<file path="config.mk">
export PLATFORM = sky130hd
export DESIGN_NAME = phy_rx_serial_aligner
export DESIGN_NICKNAME = d
export VERILOG_FILES = /design/src/rtl/phy_rx_pkg.sv /design/src/rtl/phy_rx_comma_det.sv /design/src/rtl/phy_rx_serial_aligner.sv
export SDC_FILE = /design/constraint.sdc
export NUM_CORES = 1
export LEC_CHECK = 0
export BUFFER_PORTS_ARGS = -buffer_cell sky130_fd_sc_hd__buf_4
export CAP_MARGIN = 40
export CORE_ASPECT_RATIO = 1.5
export CORE_MARGIN = 1.5
export CORE_UTILIZATION = 25
export CTS_CLUSTER_DIAMETER = 120
export CTS_CLUSTER_SIZE = 8
export DETAILED_ROUTE_END_ITERATION = 7
export PLACE_DENSITY = 0.46
export SLEW_MARGIN = 20
export SYNTH_ARGS = -nofsm -noshare
export SYNTH_HDL_FRONTEND = slang
export SYNTH_HIERARCHICAL = 1
export SYNTH_SLANG_ARGS = --single-unit
</file>
<file path="constraint.sdc">
create_clock -name clk_32f -period 2.55 [get_ports clk_32f]
set_clock_uncertainty 0.05 [all_clocks]
set_input_delay 0.51 -clock clk_32f [delete_from_list [all_inputs] [get_ports clk_32f]]
set_output_delay 0.51 -clock clk_32f [all_outputs]
set_load 0.01 [all_outputs]
</file>
<file path="src/rtl/phy_rx_pkg.sv">
// +----------------------------------------------------------------------------+
// | phy_rx_pkg: shared constants and FSM encoding for the serial RX aligner    |
// | Rev 1.0                                                                    |
// +----------------------------------------------------------------------------+
`default_nettype none

package phy_rx_pkg;

    localparam logic [7:0] COMMA_DEFAULT = 8'hBC;

    // 2'd3 is unused; the aligner treats it as SEARCH.
    typedef enum logic [1:0] {
        SEARCH = 2'd0,
        ALIGN  = 2'd1,
        ACTIVE = 2'd2
    } state_t;

endpackage

`default_nettype wire

</file>
<file path="src/rtl/phy_rx_comma_det.sv">
// +----------------------------------------------------------------------------+
// | phy_rx_comma_det: serial shift register with per-cycle comma compare       |
// | Rev 1.0                                                                    |
// +----------------------------------------------------------------------------+
`default_nettype none

module phy_rx_comma_det
    import phy_rx_pkg::*;
#(
    parameter logic [7:0] COMMA = COMMA_DEFAULT
) (
    input  logic       clk_32f,
    input  logic       reset,
    input  logic       data_in,
    output logic [7:0] win,
    output logic       is_comma
);

    // Only the seven youngest bits of the 8-bit shift register are ever
    // observable, since the window always combines them with the live bit.
    logic [6:0] r_sr;

    assign win      = {r_sr, data_in};
    assign is_comma = (win == COMMA);

    always_ff @(posedge clk_32f) begin
        if (reset) begin
            r_sr <= '0;
        end else begin
            r_sr <= win[6:0];
        end
    end

endmodule

`default_nettype wire

</file>
<file path="src/rtl/phy_rx_serial_aligner.sv">
// +----------------------------------------------------------------------------+
// | phy_rx_serial_aligner: comma-locked byte aligner for the PHY RX serial path|
// | Optional byte statistics counter enabled by PHY_RX_STATS_EN. Rev 1.0       |
// +----------------------------------------------------------------------------+
`default_nettype none

module phy_rx_serial_aligner
    import phy_rx_pkg::*;
#(
    parameter logic [7:0] COMMA   = COMMA_DEFAULT,
    parameter int         BC_LOCK = 4,
    parameter int         CNT_W   = 16
) (
    input  logic             clk_32f,
    input  logic             reset,
    input  logic             data_in,
    output logic [7:0]       data_out,
    output logic             valid_out,
    output logic             byte_strobe,
    output logic             active
`ifdef PHY_RX_STATS_EN
    ,
    output logic [CNT_W-1:0] rx_byte_count
`endif
);

    localparam logic [3:0] LOCK_CNT = BC_LOCK[3:0];

    if (BC_LOCK < 1 || BC_LOCK > 15) begin : g_bad_bc_lock
        $error("BC_LOCK must be in 1..15");
    end
    if (CNT_W < 1) begin : g_bad_cnt_w
        $error("CNT_W must be at least 1");
    end

    logic [7:0] w_win;
    logic       w_is_comma;

    phy_rx_comma_det #(
        .COMMA (COMMA)
    ) u_comma_det (
        .clk_32f  (clk_32f),
        .reset    (reset),
        .data_in  (data_in),
        .win      (w_win),
        .is_comma (w_is_comma)
    );

    state_t     r_state, w_state_n;
    logic [2:0] r_bit_cnt, w_bit_cnt_n;
    logic [3:0] r_bc_cnt, w_bc_cnt_n;
    logic [7:0] r_data, w_data_n;
    logic       r_valid, w_valid_n;
    logic       r_strobe, w_strobe_n;
    logic       r_active, w_active_n;

    always_ff @(posedge clk_32f) begin
        if (reset) begin
            r_state   <= SEARCH;
            r_bit_cnt <= '0;
            r_bc_cnt  <= '0;
            r_data    <= '0;
            r_valid   <= 1'b0;
            r_strobe  <= 1'b0;
            r_active  <= 1'b0;
        end else begin
            r_state   <= w_state_n;
            r_bit_cnt <= w_bit_cnt_n;
            r_bc_cnt  <= w_bc_cnt_n;
            r_data    <= w_data_n;
            r_valid   <= w_valid_n;
            r_strobe  <= w_strobe_n;
            r_active  <= w_active_n;
        end
    end

    always_comb begin
        w_state_n   = r_state;
        w_bit_cnt_n = r_bit_cnt;
        w_bc_cnt_n  = r_bc_cnt;
        w_data_n    = r_data;
        w_valid_n   = r_valid;
        w_strobe_n  = 1'b0;

        case (r_state)
            ALIGN: begin
                w_bit_cnt_n = r_bit_cnt + 3'd1;
                if (r_bit_cnt == 3'd7) begin
                    if (w_is_comma) begin
                        w_bc_cnt_n = r_bc_cnt + 4'd1;
                        if (r_bc_cnt + 4'd1 == LOCK_CNT) begin
                            w_state_n = ACTIVE;
                        end
                    end else begin
                        w_bc_cnt_n = '0;
                        w_state_n  = SEARCH;
                    end
                end
            end
            ACTIVE: begin
                w_bit_cnt_n = r_bit_cnt + 3'd1;
                if (r_bit_cnt == 3'd7) begin
                    w_data_n   = w_win;
                    w_valid_n  = ~w_is_comma;
                    w_strobe_n = 1'b1;
                end
            end
            default: begin
                // Any bit position may start a comma while hunting.
                if (w_is_comma) begin
                    w_bit_cnt_n = '0;
                    w_bc_cnt_n  = 4'd1;
                    w_state_n   = (LOCK_CNT == 4'd1) ? ACTIVE : ALIGN;
                end
            end
        endcase

        w_active_n = (w_state_n == ACTIVE);
    end

    assign data_out    = r_data;
    assign valid_out   = r_valid;
    assign byte_strobe = r_strobe;
    assign active      = r_active;

`ifdef PHY_RX_STATS_EN
    localparam logic [CNT_W-1:0] CNT_ONE = {{(CNT_W-1){1'b0}}, 1'b1};

    logic             w_count_inc;
    logic [CNT_W-1:0] r_count;

    assign w_count_inc = (r_state == ACTIVE) && (r_bit_cnt == 3'd7) && !w_is_comma;

    always_ff @(posedge clk_32f) begin
        if (reset) begin
            r_count <= '0;
        end else if (w_count_inc && (r_count != '1)) begin
            r_count <= r_count + CNT_ONE;
        end
    end

    assign rx_byte_count = r_count;
`endif

endmodule

`default_nettype wire

</file>
# Yosys cells after proc, flatten, opt, wreduce, memory -nomap -nowiden
# Cells that the tools add are included.
# W data, S select, Z words.
[op_classes]
addsub = 2
n_eq_ne = 7
muxes = 12
bitwise = 2
n_reduce_logical = 6
[ops]
columns = ["op", "count"]
rows = [
  ["$mux W4", 3],
  ["$eq A8 B8 Y1 const B", 1],
  ["$mux W2", 4],
  ["$pmux W4 S2", 1],
  ["$mux W3", 2],
  ["$add A4 B1 Y4 const B", 1],
  ["$eq A2 B2 Y1 const B", 2],
  ["$eq A4 B3 Y1 const B", 1],
  ["$pmux W2 S2", 1],
  ["$reduce_bool A2 Y1", 2],
  ["$reduce_or A2 Y1", 2],
  ["$add A3 B1 Y3 const B", 1],
  ["$eq A3 B3 Y1 const B", 1],
  ["$reduce_and A3 Y1", 1],
  ["$eq A2 B1 Y1 const B", 1],
  ["$ne A2 B2 Y1 const B", 1],
  ["$not A1 Y1", 2],
  ["$reduce_and A2 Y1", 1],
  ["$mux W1", 1],
]
[word_totals]
reg_bits = 27
in_bits = 3
out_inout_bits = 11
wordCells = 37

# Longest topological paths before layout
[depth]
ltp_word = 7
depth_mapped = 7
depth_no_buf = 6

# Hierarchy
# Netlist, hierarchy kept.
[by_module_without_submodules]
columns = ["mod", "instances", "cells_each", "area_per_inst_um2", "seq_area_each_um2"]
rows = [
  ["phy_rx_serial_aligner", 1, 118, 934.6, 400.4],
  ["phy_rx_comma_det", 1, 18, 219.0, 140.1],
]

# Worst setup path after synthesis
# No wires, ideal clock.
[synth_path]
path_type = "input port to flip-flop"
from = "input port data_in"
to = "register r_bc_cnt[3]"
setup_ps = 70
arrival_time_ps = 1811
required_ps = 2430
path_slack_ps = 618
stages = 6
path_buffers = 1
cell_sequence = "nor4_2 > mux2i_1 > or2_1 > clkbuf_2 > or4_1 > a21oi_1"
[synth_via]
elab_chain_len = 4
word_cells_on_any_way = 6
classes_between = "eq/ne (1); mux (3); reduce/logical (2)"
[synth_lines]
columns = ["element", "line_no", "rtl"]
rows = [
  ["start: declaration", "phy_rx_serial_aligner.sv:16", "input logic data_in,"],
  ["$eq A8 B8 Y1 *", "phy_rx_comma_det.sv:24", "assign is_comma = (win == COMMA);"],
  ["$mux W4", "phy_rx_serial_aligner.sv:89", "if (w_is_comma) begin"],
  ["$mux W4", "phy_rx_serial_aligner.sv:88", "if (r_bit_cnt == 3'd7) begin"],
  ["$pmux W4 S2", "phy_rx_serial_aligner.sv:85", "case (r_state)"],
  ["end signal: assignment", "phy_rx_serial_aligner.sv:69", "r_bc_cnt <= w_bc_cnt_n;"],
  ["end: declaration", "phy_rx_serial_aligner.sv:51", "logic [3:0] r_bc_cnt, w_bc_cnt_n;"],
]
# Every way passes the cells marked *; elsewhere a longest branch is shown, timed or not. The select of a mux whose other input is x is not followed.
# A chain may end at the register's enable or synchronous reset.

# Worst setup path after layout
[layout_path]
from = "register u_comma_det.r_sr[5]"
to = "register r_bc_cnt[3]"
[layout_via]
elab_chain_len = 4
word_cells_on_any_way = 6
classes_between = "eq/ne (1); mux (3); reduce/logical (2)"
[layout_lines]
columns = ["element", "line_no", "rtl"]
rows = [
  ["start: declaration", "phy_rx_comma_det.sv:21", "logic [6:0] r_sr;"],
  ["start signal: assignment", "phy_rx_comma_det.sv:30", "r_sr <= win[6:0];"],
  ["$eq A8 B8 Y1 *", "phy_rx_comma_det.sv:24", ""],
  ["named net w_is_comma", "phy_rx_serial_aligner.sv:37", "logic w_is_comma;"],
  ["$mux W4", "phy_rx_serial_aligner.sv:89", ""],
  ["$mux W4", "phy_rx_serial_aligner.sv:88", ""],
  ["$pmux W4 S2", "phy_rx_serial_aligner.sv:85", ""],
]
# The timed path passes the listed nets; every way through them passes the cells marked *. The select of a mux whose other input is x is not followed.

==> impl_metrics.yaml <==
outcome:
  status: "completed"
setup_path:
  r2r_start: "u_comma_det/r_sr[5]"
  cp-start-kind: "flip-flop"
  reg2reg_depth: 6
  crit_required_ps: 2710
  critPathKind: "flip-flop to flip-flop"
  r2r_slack_ps: 500
  crit_path_end_kind: "flip-flop"
  r2r-end: "r_bc_cnt[3]"
  critPathMaxFanout: 7
  crit_arrival_ps: 2210
place:
  dpl_worst_slack_ps: 438
  place.gp.congestion: 0.805
  port_buffers: 13
  place_area_um2: 1290
  numPlacedInstances: 191
  hpwl_um: 1700
synth:
  synth_cell_types: 32
  synth_top_area_cell: "dfxtp_1"
  synth_top_area_share: 0.469
  synthCells: 136
  syn_area_per_cell_um2: 8.48
  synth_most_common_cell: "dfxtp_1"
  synth-seq-cells: 27
  synthesis.nets: 145
  synthFlopType: "dfxtp_1"
  ys_async_sr_fraction: 0
  synth_area_leaders: "dfxtp_1, nand2_1, a21oi_1"
  ys_top_cells_by_count: "dfxtp_1, nand2_1, a21oi_1"
  synth_edf_count: 0
  netlist_area_um2: 1150
  ys_seq_area_frac: 0.469
  yosys_warnings: 6
routing:
  wl_um: 2340
  via_per_inst: 4.85
  firstDrtPassIters: 4
  vias: 946
  first_iter_violations: 23
  drc: 0
  wl_per_cell_um: 12.0
  detail-route-antenna-nets: 0
clocking:
  cts_buffers: 3
  root_buffer: "clkbuf_8"
  post_cts.repair.setup_buffers: 0
  ctsHtreeMaxLevel: 1
  ctsResizeCount: 0
  cts_sinks: 27
  clkLatencyLatePin_ps: 270
  tritoncts: "built"
  cts-hold-fix-buffers: 0
  clk_path_buf_depth: 2
  clk_pin_slew_ps: 100
sta:
  whs_ps: 416
  fmax_mhz: 488
  fin_ws_ps: 500
  setup_viol: 0
  slew_viol_final: 0
  fin_crit_sh: 0.804
  max_slew.worst_pin.slew_ps: 378
  layout_min_cycle_time_ps: 2050
  finalSetupTns_ps: 0
  slew_headroom: 0.748
  rsz0062_at_grt: "false"
  hold_viol: 0
finish:
  area.growth.synth_to_final_pct: 15.5
  postLayoutCellArea_um2: 1330
  nets: 157
  drive_gt1_frac: 0.143
  n_fill_cell: 457
  layout.cells.non_filler: 195
  final_core_util: 0.298
  antenna_cells: 0
min_path:
  hold-path-endpoint: "data_out[7]"
  whs_path_depth: 2
  hp-start: "data_out[7]"
  hp-class: "flip-flop to flip-flop"
global_route:
  grt_max_degree: 28
  antenna_found_initial: 0
  gr-total-overflow: 0
  grt_first_pass_wirelength_um: 3970
  grt_pass1_vias: 877
  grt_usage: 0.100
die:
  dieArea_um2: 5040
  die_h_um: 86.2
  ios: 14
  core_um2: 4470
  start_util: 0.258
  fp-row-count: 30
  die_w_um: 58.5
pwr:
  peakVddDrop_mv: 0.271
  fin_total_pwr_uw: 684
  power.leakage_nw: 0.492
  power_density_nw_per_um2: 514
job:
  max_cap_viol_count: 0
[state kept, by name (all words and copies together) (netlist names)]
register,flops
r_bit_cnt,3
u_comma_det/r_sr,7
r_bc_cnt,4
data_out,8
valid_out,1
byte_strobe,1
active,1
r_state,2
[worst max-delay path, cell delays in order (launching register included)]
cell and delay (ps):
dfxtp_1 330, nand4b_1 220, nor4_2 290, mux2i_1 140, or2_1 290, or4_1 510, a21oi_1 160
[power breakdown]
part           total, mW  internal [mW]  leakage (nW)  switching (mW)
Sequential         0.426          0.424         0.218         0.00193
Clock              0.247          0.109        0.0255           0.138
Combinational     0.0112        0.00363         0.248         0.00759
Total              0.684          0.537         0.492           0.147
[worst max-delay path by stage]
stage | slack, ps | startpoint | cells past startpoint | end
after floorplan | 620 | data_in | 6 | r_bc_cnt[3]
after global placement | 450 | data_in | 6 | r_bc_cnt[1]
after detailed placement | 440 | data_in | 6 | r_bc_cnt[1]
after CTS | 500 | u_comma_det/r_sr[5] | 6 | r_bc_cnt[1]
after global routing | 360 | u_comma_det/r_sr[5] | 6 | r_bc_cnt[1]
final | 500 | u_comma_det/r_sr[5] | 6 | r_bc_cnt[3]
[metal layers]
metal	GRT usage	up-vias	share of wire
met3	0.0224	2	0.041
li1	-	475	-
met4	0.0381	0	0.0060
met5	0	-	0
met1	0.120	451	0.44
met2	0.172	18	0.52
[cells by family (layout without fill, tap and decap cells)]
family,Yosys count,count (layout),synth area share
buffers and inverters,12,23,0.0445
DFF,27,27,0.469
xor gates and xnor gates,1,1,0.00759
and+or+nand+nor,63,63,0.280
muxes,1,1,0.00868
AOI/OAI and AO/OA,26,26,0.126
adders and majority gates,6,6,0.0651
[cell type report]
| class | count | area, µm² | area share |
|---|---|---|---|
| Multi-Input combinational cell | 97 | 562 | 0.422 |
| Clock buffer | 3 | 41.3 | 0.0310 |
| Sequential cell | 27 | 541 | 0.406 |
| Inverter | 5 | 18.8 | 0.0141 |
| Tap cell | 48 | 60.1 | 0.0451 |
| Timing Repair Buffer | 14 | 105 | 0.0789 |
| Clock inverter | 1 | 5.00 | 0.00376 |
[layout by cell type (no fill, tap or decap)]
master,netlist,layout
nand2b_1,3,3
xor2_1,1,1
nor3_1,2,2
nand4b_1,1,1
or4b_2,1,1
ha_1,6,6
a22oi_1,1,1
a21oi_1,17,17
nor3b_1,1,1
nor2b_1,9,9
inv_1,5,5
clkbuf_8,0,3
buf_4,1,14
nor2b_2,1,1
a211oi_1,3,3
nor4_2,1,1
nand3_1,2,2
nand2_1,24,24
nand3b_1,2,2
o31ai_1,1,1
or4_1,2,2
nor2_1,11,11
o21ai_0,3,3
and2_1,1,1
a21o_1,1,1
mux2i_1,1,1
clkinv_2,0,1
or2_1,1,1
dfxtp_1,27,27
nor4_1,1,1
Note: power is estimated with default switching activity, not from simulation.
